$ cat src/rtl/xdispscan_pkg.sv
// Shared definitions for the multiplexed 7-segment scan controller.
// Includes register addresses, scan states, reset constants and the hex-to-segment table.
package xdispscan_pkg;

   localparam logic [2:0] DS_DIG0 = 3'd0;
   localparam logic [2:0] DS_DIG1 = 3'd1;
   localparam logic [2:0] DS_DIG2 = 3'd2;
   localparam logic [2:0] DS_DIG3 = 3'd3;
   localparam logic [2:0] DS_CTRL = 3'd4;
   localparam logic [2:0] DS_STAT = 3'd5;

   localparam logic [7:0]  DS_BLANK_DIGIT = 8'h10;
   localparam logic [11:0] DS_PINS_DARK   = 12'hFFF;

   typedef enum logic [1:0] {
      ST_OFF = 2'd0,
      ST_ON  = 2'd1,
      ST_GAP = 2'd2
   } scan_state_e;

   // The segment code is active-low, with segment a in bit 0 and segment g in bit 6.
   function automatic logic [6:0] hex_to_seg(input logic [3:0] hex);
      logic [6:0] seg;
      case (hex)
         4'h0: seg = 7'h40;
         4'h1: seg = 7'h79;
         4'h2: seg = 7'h24;
         4'h3: seg = 7'h30;
         4'h4: seg = 7'h19;
         4'h5: seg = 7'h12;
         4'h6: seg = 7'h02;
         4'h7: seg = 7'h78;
         4'h8: seg = 7'h00;
         4'h9: seg = 7'h10;
         4'hA: seg = 7'h08;
         4'hB: seg = 7'h03;
         4'hC: seg = 7'h46;
         4'hD: seg = 7'h21;
         4'hE: seg = 7'h06;
         default: seg = 7'h0E;
      endcase
      return seg;
   endfunction

endpackage

$ cat src/rtl/xdispscan_if.sv
// Peripheral data-bus port of the display scan controller.
interface xdispscan_if;
   logic       sel;
   logic       we;
   logic [2:0] addr;
   logic [7:0] data_in;
   logic [7:0] data_out;

   modport master (output sel, we, addr, data_in, input data_out);
   modport slave  (input sel, we, addr, data_in, output data_out);
endinterface

$ cat src/rtl/xdispscan_xseg7dec.sv
// Converts {blank, dp, hex} to an active-low 7-segment code; bit 7 drives the decimal point.
module xseg7dec
   import xdispscan_pkg::*;
(
   input  logic       blank,
   input  logic       dp,
   input  logic [3:0] hex,
   output logic [7:0] seg
);

   // The decimal point is decoded independently of blank, so a blanked digit can still light its dp.
   assign seg = {~dp, blank ? 7'h7F : hex_to_seg(hex)};

endmodule

$ cat src/rtl/xdispscan.sv
// Four-digit multiplexed 7-segment scan controller with double-buffered digit registers.
// Staged digits are committed only at frame boundaries, so a value is never shown half-updated.
module xdispscan
   import xdispscan_pkg::*;
#(
   parameter int DIV  = 50000,
   parameter int DEAD = 500
) (
   input  logic         clk,
   input  logic         rst,
   xdispscan_if.slave   bus,
   output logic [11:0]  disp_ctrl
);

   localparam int DIV_W  = (DIV > 1) ? $clog2(DIV) : 1;
   localparam int DEAD_W = (DEAD > 0) ? $clog2(DEAD + 1) : 1;
   localparam int CNT_W  = (DIV_W > DEAD_W) ? DIV_W : DEAD_W;
   localparam logic [CNT_W-1:0] DIV_LAST = CNT_W'(DIV - 1);
   localparam logic [CNT_W-1:0] GAP_LAST = CNT_W'((DEAD > 0) ? DEAD - 1 : 0);

   logic [5:0]       stage_q [4];
   logic [5:0]       stage_d [4];
   logic [5:0]       active_q [4];
   logic [5:0]       active_d [4];
   logic             en_q, en_d;
   scan_state_e      st_q, st_d;
   logic [CNT_W-1:0] cnt_q, cnt_d;
   logic [1:0]       idx_q, idx_d;
   logic [11:0]      pins_q, pins_d;
   logic             commit;
   logic [7:0]       seg;
   logic             unused_bits;

   assign unused_bits = ^bus.data_in[7:6];

   always_comb begin
      en_d = en_q;
      for (int i = 0; i < 4; i++) stage_d[i] = stage_q[i];
      if (bus.sel && bus.we) begin
         if (bus.addr == DS_CTRL)
            en_d = bus.data_in[0];
         else if (!bus.addr[2])
            stage_d[bus.addr[1:0]] = bus.data_in[5:0];
      end
   end

   // The next state uses the post-write enable, so an enable write takes effect on the very next edge.
   always_comb begin
      st_d   = st_q;
      cnt_d  = cnt_q;
      idx_d  = idx_q;
      commit = (st_q == ST_OFF);
      if (!en_d) begin
         st_d  = ST_OFF;
         cnt_d = '0;
         idx_d = '0;
      end else begin
         case (st_q)
            ST_OFF: begin
               st_d  = ST_ON;
               cnt_d = '0;
               idx_d = '0;
            end
            ST_ON: begin
               if (cnt_q == DIV_LAST) begin
                  cnt_d = '0;
                  if (DEAD == 0) begin
                     idx_d  = idx_q + 2'd1;
                     commit = (idx_q == 2'd3);
                  end else begin
                     st_d = ST_GAP;
                  end
               end else begin
                  cnt_d = cnt_q + CNT_W'(1);
               end
            end
            ST_GAP: begin
               if (cnt_q == GAP_LAST) begin
                  cnt_d  = '0;
                  idx_d  = idx_q + 2'd1;
                  st_d   = ST_ON;
                  commit = (idx_q == 2'd3);
               end else begin
                  cnt_d = cnt_q + CNT_W'(1);
               end
            end
            default: begin
               st_d  = ST_OFF;
               cnt_d = '0;
               idx_d = '0;
            end
         endcase
      end
   end

   // A commit copies the pre-write staging contents; a write in the same cycle waits for the next frame.
   always_comb begin
      for (int i = 0; i < 4; i++) active_d[i] = commit ? stage_q[i] : active_q[i];
   end

   xseg7dec u_dec (
      .blank (active_q[idx_q][4]),
      .dp    (active_q[idx_q][5]),
      .hex   (active_q[idx_q][3:0]),
      .seg   (seg)
   );

   always_comb begin
      pins_d = DS_PINS_DARK;
      if (st_q == ST_ON) pins_d = {~(4'b0001 << idx_q), seg};
   end

   always_ff @(posedge clk or posedge rst) begin
      if (rst) begin
         for (int i = 0; i < 4; i++) begin
            stage_q[i]  <= DS_BLANK_DIGIT[5:0];
            active_q[i] <= DS_BLANK_DIGIT[5:0];
         end
         en_q   <= 1'b0;
         st_q   <= ST_OFF;
         cnt_q  <= '0;
         idx_q  <= '0;
         pins_q <= DS_PINS_DARK;
      end else begin
         stage_q  <= stage_d;
         active_q <= active_d;
         en_q     <= en_d;
         st_q     <= st_d;
         cnt_q    <= cnt_d;
         idx_q    <= idx_d;
         pins_q   <= pins_d;
      end
   end

   assign disp_ctrl = pins_q;

   always_comb begin
      case (bus.addr)
         DS_DIG0, DS_DIG1, DS_DIG2, DS_DIG3: bus.data_out = {2'b00, stage_q[bus.addr[1:0]]};
         DS_CTRL: bus.data_out = {7'b0, en_q};
         DS_STAT: bus.data_out = {4'b0, en_q, st_q == ST_GAP, idx_q};
         default: bus.data_out = 8'h00;
      endcase
   end

endmodule

$ cat src/flat_wrapper.sv
// flat-port wrapper written by rule: the top's interface ports become plain ports
module xdispscan_flat import xdispscan_pkg::*;
#(
   parameter int DIV  = 50000,
   parameter int DEAD = 500
)
  (clk, rst, disp_ctrl, bus_sel, bus_we, bus_addr, bus_data_in, bus_data_out);
  xdispscan_if bus_i ();
  input  logic clk;
  input  logic rst;
  output logic [11:0] disp_ctrl;
  input wire logic [$bits(bus_i.sel)-1:0] bus_sel;
  input wire logic [$bits(bus_i.we)-1:0] bus_we;
  input wire logic [$bits(bus_i.addr)-1:0] bus_addr;
  input wire logic [$bits(bus_i.data_in)-1:0] bus_data_in;
  output wire logic [$bits(bus_i.data_out)-1:0] bus_data_out;
  assign bus_i.sel = bus_sel;
  assign bus_i.we = bus_we;
  assign bus_i.addr = bus_addr;
  assign bus_i.data_in = bus_data_in;
  assign bus_data_out = bus_i.data_out;
  xdispscan #(.DIV(DIV), .DEAD(DEAD)) u_core (.clk(clk), .rst(rst), .bus(bus_i), .disp_ctrl(disp_ctrl));
endmodule
$ cat config.mk
export PLATFORM = sky130hd
export DESIGN_NAME = xdispscan_flat
export DESIGN_NICKNAME = d
export VERILOG_FILES = /design/src/rtl/xdispscan_pkg.sv /design/src/rtl/xdispscan_if.sv /design/src/rtl/xdispscan_xseg7dec.sv /design/src/rtl/xdispscan.sv /design/src/flat_wrapper.sv
export SDC_FILE = /design/constraint.sdc
export NUM_CORES = 1
export LEC_CHECK = 0
export ABC_AREA = 0
export BUFFER_PORTS_ARGS = -buffer_cell sky130_fd_sc_hd__buf_2
export CAP_MARGIN = 0
export CELL_PAD_IN_SITES_DETAIL_PLACEMENT = 1
export CELL_PAD_IN_SITES_GLOBAL_PLACEMENT = 2
export CORE_ASPECT_RATIO = 0.9
export CORE_MARGIN = 3
export CORE_UTILIZATION = 37
export CTS_CLUSTER_SIZE = 24
export DETAILED_ROUTE_END_ITERATION = 16
export PLACE_DENSITY = 0.75
export SETUP_SLACK_MARGIN = 0.15
export SYNTH_ARGS = -nofsm -noshare
export SYNTH_HDL_FRONTEND = slang
export SYNTH_SLANG_ARGS = --single-unit
$ cat constraint.sdc
create_clock -name clk -period 2.65 [get_ports clk]
set_input_delay 0.53 -clock clk [delete_from_list [all_inputs] [get_ports clk]]
set_output_delay 0.53 -clock clk [all_outputs]
set_load 0.01 [all_outputs]
# [Word level (Yosys, flattened, before mapping)]
# Memories as Yosys holds them, arrays and structs flattened.
# Index checks and enable logic that the tools add are counted.
[word_totals] regBits=81 latchBits=0 ram_bits=0 romBits=112 out_inout_bits=20 elab_cells=75 mem_count=1
[memory_table] name="(no name shown)" words=16 width=7 rd=1 rd_ports_with_merged_regs=0 write_ports=0 line_no="xdispscan_pkg.sv:24" text="case (hex)"
[op_classes] n_addsub=2 n_mul=0 n_div=0 n_lt_le_gt_ge=3 eq_ne=13 n_shift=1 muxes=28 bitwise_logic=6 reduce_logical=8
[op_table] cell="2-to-1 mux 16 bit" count=3
[op_table] cell="one-hot mux 16 bit (2 select lines)" count=1
[op_table] cell="2-to-1 mux 6 bit" count=5
[op_table] cell="binary-select mux 6 bit (select 2 bit)" count=2
[op_table] cell="bitwise mux 24 bit" count=1
[op_table] cell="one-hot mux 6 bit (3 select lines)" count=1
[op_table] cell="adder 16 x 1 -> 16 bit (second input constant)" count=1
[op_table] cell="== test 16 bit (second input constant)" count=1
[op_table] cell="== test 16 x 9 -> 1 bit (second input constant)" count=1
[op_table] cell="demux 6 bit (select 2 bit)" count=1
[op_table] cell="2-to-1 mux 12 bit" count=1
[op_table] cell="2-to-1 mux 2 bit" count=5
[op_table] cell="2-to-1 mux 7 bit" count=1
[op_table] cell="== test 3 x 2 -> 1 bit (second input constant)" count=2
[op_table] cell="== test 3 bit (second input constant)" count=2
[op_table] cell="greater-or-equal comparator 3 bit (second input constant)" count=2
[op_table] cell="!= test 3 bit (second input constant)" count=2
[op_table] cell="NOT 2 -> 3 bit" count=2
[op_table] cell="one-hot mux 2 bit (3 select lines)" count=1
[op_table] cell="2-to-1 mux 1 bit" count=5
[op_table] cell="== test 2 bit (second input constant)" count=2
[op_table] cell="NOT 4 bit" count=1
[op_table] cell="one-hot mux 2 bit (2 select lines)" count=1
[op_table] cell="AND reduction 2 bit" count=2
[op_table] cell="other kinds (12)" count=15

# [Depth between registers and ports, before layout]
# Gate-level depths: netlist of run 1.
# An unclocked memory read counts as a cell.
[logic_depth] ltp_word=7 depth_mapped=8 depth_no_buf=7

# [By module]
# A second synthesis of run 1 with hierarchy kept.
[hier_totals] cells_unflattened=316 area_unflattened_um2=4166.5
[by_module_without_submodules] mod="xdispscan" n_inst=1 cells_each=280 area_per_inst_um2=3863.7 seq_area_each_um2=2052.0
[by_module_without_submodules] mod="xseg7dec" n_inst=1 cells_each=36 area_per_inst_um2=302.8 seq_area_each_um2=0.0

# [Worst setup path before layout of run 1]
# OpenSTA, ideal clock, no wires.
[synth_path] path_type="register to register" startpoint="register u_core.st_q[0]" endpoint="register u_core.active_q[0] (netlist bit)" setup_ps=125 arrival_time_ps=2137 slack_ps=388 path_stages_with_launch=9 period_less_slack_ps=2262 cell_sequence="dfrtp_1 > inv_1 > ha_1 > nor4b_1 > nand4_1 > a21oi_2 > mux2i_2 > buf_6 > mux2_4"
[synth_between] elab_chain_cells=4 word_cells_on_any_way=5
[synth_rtl] element="start: declaration" line_no="xdispscan.sv:26" text="scan_state_e st_q, st_d;"
[synth_rtl] element="start signal: assignment" line_no="xdispscan.sv:128" text="st_q <= st_d;"
[synth_rtl] element="zero test 2 bit" line_no="xdispscan.sv:52" text="commit = (st_q == ST_OFF);"
[synth_rtl] element="2-to-1 mux 1 bit" line_no="xdispscan.sv:78" text="if (cnt_q == GAP_LAST) begin"
[synth_rtl] element="2-to-1 mux 1 bit" line_no="xdispscan.sv:58" text="case (st_q)"
[synth_rtl] element="2-to-1 mux 1 bit (*)" line_no="xdispscan.sv:53" text="if (!en_d) begin"
[synth_rtl] element="end signal: indexed assignment" line_no="xdispscan.sv:117" text="active_q[i] <= DS_BLANK_DIGIT[5:0];"
[synth_rtl] element="end signal: assignment" line_no="xdispscan.sv:126" text="active_q <= active_d;"
[synth_rtl] element="end: declaration" line_no="xdispscan.sv:23" text="logic [5:0] active_q [4];"
# Mark *: on every way between the ends. The rest lies on a longest branch, timed or not.
# A chain may end at the register's enable or synchronous reset.

# [Worst setup path in the final report of run 1]
[layout_path] startpoint="register u_core.st_q[0]" endpoint="register u_core.active_q[5] (netlist bit)"
# The elaborated chain is that of the path after synthesis.

==> impl_metrics.tcl, run 1 <==
set metrics [dict create \
    maxCapViolCount 0 \
    fin_crit_sh_pct 87.6 \
    fin_tns_setup_ps 0 \
    p_clk_share_pct 28.6 \
    cp.required_ps 2870 \
    grt_overflow 0 \
    hold_class "in -> async" \
    synth_top_area_share_pct 37.5 \
    dp_hpwl_um 6490 \
    ant_nets 0 \
    core_um2 10500 \
    ioPinCount 35 \
    power.internal_uw 3060 \
    clock-sinks 81 \
    antenna_found_initial 0 \
    power.share.sequential_pct 41.6 \
    grt_pass1_wl_um 14900 \
    combPwrFrac_pct 29.8 \
    clock_path_buffers 2 \
    synth_cell_types 47 \
    grt_max_degree 57 \
    async_flop_share_pct 100 \
    track_usage_pct 15.9 \
    io_buffers 30 \
    yosysTopAreaCell "dfrtp_1" \
    gp_congestion 0.786 \
    cts_tree "built" \
    cp_max_fo 24 \
    dpl.cell_count 473 \
    synthCells 315 \
    synth_edf_count 0 \
    end_kind "register" \
    ir_worst_vdd_uv 362 \
    cp_top_family "multiplexers" \
    critical_path_class "reg -> reg" \
    p_sw_share_pct 30.1 \
    die-height_um 105 \
    final_cell_mix "dfrtp_1, buf_2, mux2_2" \
    dr.pass1.iters 4 \
    clock.fmax_ghz 0.431 \
    relSlewSlack_pct 59.2 \
    grt_pass1_vias 2775 \
    tightest_slew_ps 610 \
    ys.flop_type "dfrtp_1" \
    syn_avg_cell_area_um2 12.9 \
    rows 35 \
    rsz0062_at_grt "false" \
    status "finished clean" \
    finalHoldViolations 0 \
    synth_warnings 0 \
    area_delta_synth_final_pct 16.4 \
    detail_route.wl_per_cell_um 18.4 \
    power_uw 4390 \
    crit_path_start_kind "register" \
    fin_worst_skew_ps 4.01 \
    power_density_nw_per_um2 927 \
    post_cts_resized 0 \
    yosysSeqAreaShare_pct 50.5 \
    cts_hold_buf 0 \
    clk_pin_slew_worst_paths_ps 60 \
    vias 2559 \
    cts_htree_levels 3 \
    cpPeakStageDelay_ps 420 \
    die_area_um2 12300 \
    synth.area.top_cells "dfrtp_1, dfstp_2, mux2_2" \
    synth_seq_cells 81 \
    drt_wl_total_um 9010 \
    fin_crit_ps 2320 \
    final_common_cell "dfrtp_1" \
    setup_viol 0 \
    post-cts-setup-buffers 0 \
    root_buffer "clkbuf_16" \
    antenna_cells 0 \
    final_nets 385 \
    vias_per_cell 5.23 \
    drc 0 \
    cts_buffers 9 \
    slew_violations 0 \
    clkLatencyLatePin_ps 340 \
    leakagePower_uw 0.00203 \
    fp.dieW_um 117 \
    finalNonFillerCells 489 \
    final_layout_size_suffix_gt1_share_pct 41.1 \
    drtIter0Drc 162 \
    synth.cell_area_um2 4070 \
    start_util_pct 38.9 \
    p_sw_uw 1320 \
    crit_slowest_cell "dfrtp_1" \
    worst-path-buf-inv 2 \
    critPathArrivalTime_ps 2540 \
    path_cells "inv_1, ha_1, nor4b_2, nand4_1, a21oi_2, mux2i_4, buf_12, mux2_2" \
]
## state kept, by name (all words and copies together), names as in the netlist
signal / count
u_core.active_q: 24
u_core.stage_q: 24
u_core.cnt_q: 16
u_core.disp_ctrl: 12
u_core.idx_q: 2
u_core.st_q: 2
u_core.en_q: 1
## through the flow
stage / worst slack [ps] / utilization [%] / instance area, um2 / hold slack (ps)
floorplan: 388 / - / 4070 / 433
global placement: 295 / 42.3 / 4420 / 452
detailed placement: 199 / 42.3 / 4420 / 460
CTS: 152 / 45.1 / 4720 / 284
global route: 223 / 45.2 / 4730 / 304
finish: 329 / 45.2 / 4730 / 260
## layer usage
layer | wire, um | part of all wire, % | track usage, %
met1 | 4300 | 48 | 21.9
met2 | 4300 | 48 | 25.0
met3 | 276 | 3.1 | 3.50
met4 | 136 | 1.5 | 5.14
met5 | 0 | 0 | 0
## synthesized netlist by cell type (4+ instances only)
library cell   n
a21oi_1        7
o21ai_0        7
nor2_1        26
inv_1         13
nand2_1       22
mux4_2        12
nand4_1        7
nand3_1        8
ha_1          15
o221ai_1       5
dfrtp_1       61
xnor2_1        4
xor2_1         9
mux2_4        20
dfstp_2       20
mux2_2        28
## cells by family after synthesis
kind of cell    count (synthesis)  share of synthesized area, %
fa+ha+maj                      15                          4.62
other cells                     1                        0.0922
buf+inv                        27                          3.23
mux                            64                          22.9
compound gates                 27                          4.83
simple gates                   87                          11.1
xor+xnor                       13                          2.80
flops                          81                          50.5
## path summary, 6_finish.rpt
check	slack (ps)	end	start	depth (start not counted)
setup / recovery	330	u_core.active_q[5]$_DFFE_PP0P_	u_core.st_q[0]$_DFFE_PP0P_	8
hold / removal	260	u_core.cnt_q[14]$_DFF_PP0_	rst	2
setup reg to reg	330	u_core.active_q[5]$_DFFE_PP0P_	u_core.st_q[0]$_DFFE_PP0P_	8
hold reg to reg	470	u_core.cnt_q[0]$_DFF_PP0_	u_core.cnt_q[0]$_DFF_PP0_	1
max in group asynchronous	1660	u_core.disp_ctrl[6]$_DFF_PP1_	rst	3
min in group clk	460	u_core.stage_q[9]$_DFFE_PP0P_	bus_data_in[3]	2
## power groups by stage
stage	combinational (uW)	clock [uW]	sequential [uW]
2_1_floorplan	1000	0	1790
3_3_place_gp	1270	0	1830
3_5_place_dp	1320	0	1850
4_1_cts	1320	1290	1830
5_1_grt	1430	1340	1880
6_report	1310	1260	1820
## area by class of cell
cell class                      instances  area [um2]
Clock buffer                            9         225
Clock inverter                          7        76.3
Fill cell                            1090        5730
Inverter                               14        56.3
Multi-Input combinational cell        208        1900
Sequential cell                        81        2050
Tap cell                              129         161
Timing Repair Buffer                   41         258
Power figures use the tool's default switching activity.
==> run 2: changes to the inputs <==
--- a/config.mk
+++ b/config.mk
@@ -17,6 +17,7 @@
 export DETAILED_ROUTE_END_ITERATION = 16
 export PLACE_DENSITY = 0.75
 export SETUP_SLACK_MARGIN = 0.15
+export SLEW_MARGIN = 10
 export SYNTH_ARGS = -nofsm -noshare
 export SYNTH_HDL_FRONTEND = slang
 export SYNTH_SLANG_ARGS = --single-unit
==> constraint.sdc (replaced) <==
create_clock -name clk -period 2.65 [get_ports clk]
set_input_delay 0.3975 -clock clk [delete_from_list [all_inputs] [get_ports clk]]
set_output_delay 0.3975 -clock clk [all_outputs]
set_load 0.01 [all_outputs]
==> run 2 against run 1 <==
Compared with the run above:
- final cell count up 0.41%
- critical endpoint unchanged
- utilization hardly changed
- first-iteration DRC count decreased by 15%
- cell area is 0.11% higher
- sequential cell count stayed put
- routed wire length is 1.4% lower
- fmax is essentially flat
- setup slack lost 2.3 ps
==> impl_metrics.tcl, run 2 (synthesis gave the netlist of run 1 again) <==
set metrics [dict create \
    status "finished clean" \
    critPathArrivalTime_ps 2540 \
    root_buffer "clkbuf_16" \
    cts_htree_levels 3 \
    power_density_nw_per_um2 921 \
    regArea_um2 2050 \
    clk_pin_slew_worst_paths_ps 60 \
    cp_top_family "multiplexers" \
    worst-path-buf-inv 2 \
    antenna_cells 0 \
    track_usage_pct 16.1 \
    drtIter0Drc 137 \
    area_delta_synth_final_pct 16.5 \
    timing.rr.end "u_core.active_q[5]$_DFFE_PP0P_" \
    finalHoldViolations 0 \
    grt_pass1_wl_um 15200 \
    rsz0062_at_grt "false" \
    dpl.cell_count 475 \
    fp.dieW_um 117 \
    ir_worst_vdd_uv 397 \
    leakagePower_uw 0.00205 \
    power_uw 4360 \
    maxCapViolCount 0 \
    setup_viol 0 \
    critical_path_class "reg -> reg" \
    hold_class "in -> async" \
    ant_nets 0 \
    final_layout_size_suffix_gt1_share_pct 40.9 \
    cts_tree "built" \
    detail_route.wl_per_cell_um 18.1 \
    fin_tns_setup_ps 0 \
    path_cells "inv_1, ha_1, nor4b_2, nand4_1, a21oi_2, mux2i_4, buf_12, mux2_2" \
    worstRegToRegCells 8 \
    clock_path_buffers 2 \
    multi_input_area_um2 1900 \
    vias 2561 \
    die-height_um 105 \
    crit_slowest_cell "dfrtp_1" \
    grt_overflow 0 \
    drc 0 \
    crit_path_start_kind "register" \
    final_cell_mix "dfrtp_1, buf_2, mux2_2" \
    cp_max_fo 24 \
    drt_wl_total_um 8890 \
    rrSetupSlack_ps 330 \
    post-cts-setup-buffers 0 \
    cpPeakStageDelay_ps 420 \
    start_util_pct 38.9 \
    timing.rr.start "u_core.st_q[0]$_DFFE_PP0P_" \
    clock.fmax_ghz 0.430 \
    cp.required_ps 2870 \
    fin_crit_sh_pct 87.7 \
    reg.largest.list "u_core.active_q: 24 flops, u_core.stage_q: 24 flops, u_core.cnt_q: 16 flops" \
    fin_crit_ps 2320 \
    cts_buffers 9 \
    grt_max_degree 82 \
    final_common_cell "dfrtp_1" \
    vias_per_cell 5.22 \
    rows 35 \
    ioPinCount 35 \
    grt_pass1_vias 2810 \
    slew_violations 0 \
    dr.pass1.iters 6 \
    core_um2 10500 \
    fillers 1107 \
    dp_hpwl_um 6330 \
    io_buffers 30 \
    die_area_um2 12300 \
    clkLatencyLatePin_ps 340 \
    final_nets 387 \
    gp_congestion 0.728 \
    end_kind "register" \
    fin_worst_skew_ps 7.95 \
    antenna_found_initial 0 \
    finalNonFillerCells 491 \
    clock-sinks 81 \
]
## run 2: power breakdown
part           total, uW  switching, uW  leakage (uW)  internal, uW
clock network       1230            501      0.000147           733
registers           1830            200      0.000992          1630
logic               1300            604      0.000913           700
## run 2: per-stage QoR
step                hold slack [ps]  utilization (%)  instance area (um2)  setup WS (ps)
floorplan                       433                -                 4070            206
global placement                448             42.4                 4440            334
detailed placement              461             42.4                 4440            299
CTS                             160             45.2                 4730            258
global route                    178             45.3                 4740            148
finish                          136             45.3                 4740            326
## run 2: how the worst max path moves through the flow
stage / start / endpoint / slack (ps) / cells past startpoint
5_1_grt: u_core.st_q[0]$_DFFE_PP0P_ / u_core.active_q[5]$_DFFE_PP0P_ / 150 / 8
3_3_place_gp: u_core.st_q[0]$_DFFE_PP0P_ / u_core.active_q[5]$_DFFE_PP0P_ / 330 / 8
3_5_place_dp: u_core.st_q[0]$_DFFE_PP0P_ / u_core.active_q[5]$_DFFE_PP0P_ / 300 / 8
2_1_floorplan: rst / u_core.active_q[0]$_DFFE_PP0P_ / 210 / 1
6_report: u_core.st_q[0]$_DFFE_PP0P_ / u_core.active_q[5]$_DFFE_PP0P_ / 330 / 8
4_1_cts: u_core.st_q[0]$_DFFE_PP0P_ / u_core.active_q[5]$_DFFE_PP0P_ / 260 / 8
## run 2: repair_timing
item	CTS	global route
endpoints found under the setup margin	0	24
resized for setup	0	1
hold buffers	0	0
## run 2: layout make-up
type	instances	area share (%)
Timing Repair Buffer	43	5.76
Clock inverter	6	1.40
Clock buffer	10	4.83
Tap cell	129	3.41
Sequential cell	81	43.3
Inverter	14	1.14
Multi-Input combinational cell	208	40.1
## run 2: worst min-delay path, stage by stage
cell	delay [ps]
buf_2	100
clkinv_2	50
buf_12	340
## run 2: routing by layer
layer / share of wire (%) / GRT usage, %
met1: 49 / 22.4
met2: 46 / 24.4
met3: 3.1 / 3.44
met4: 1.8 / 5.97
met5: 0 / 0
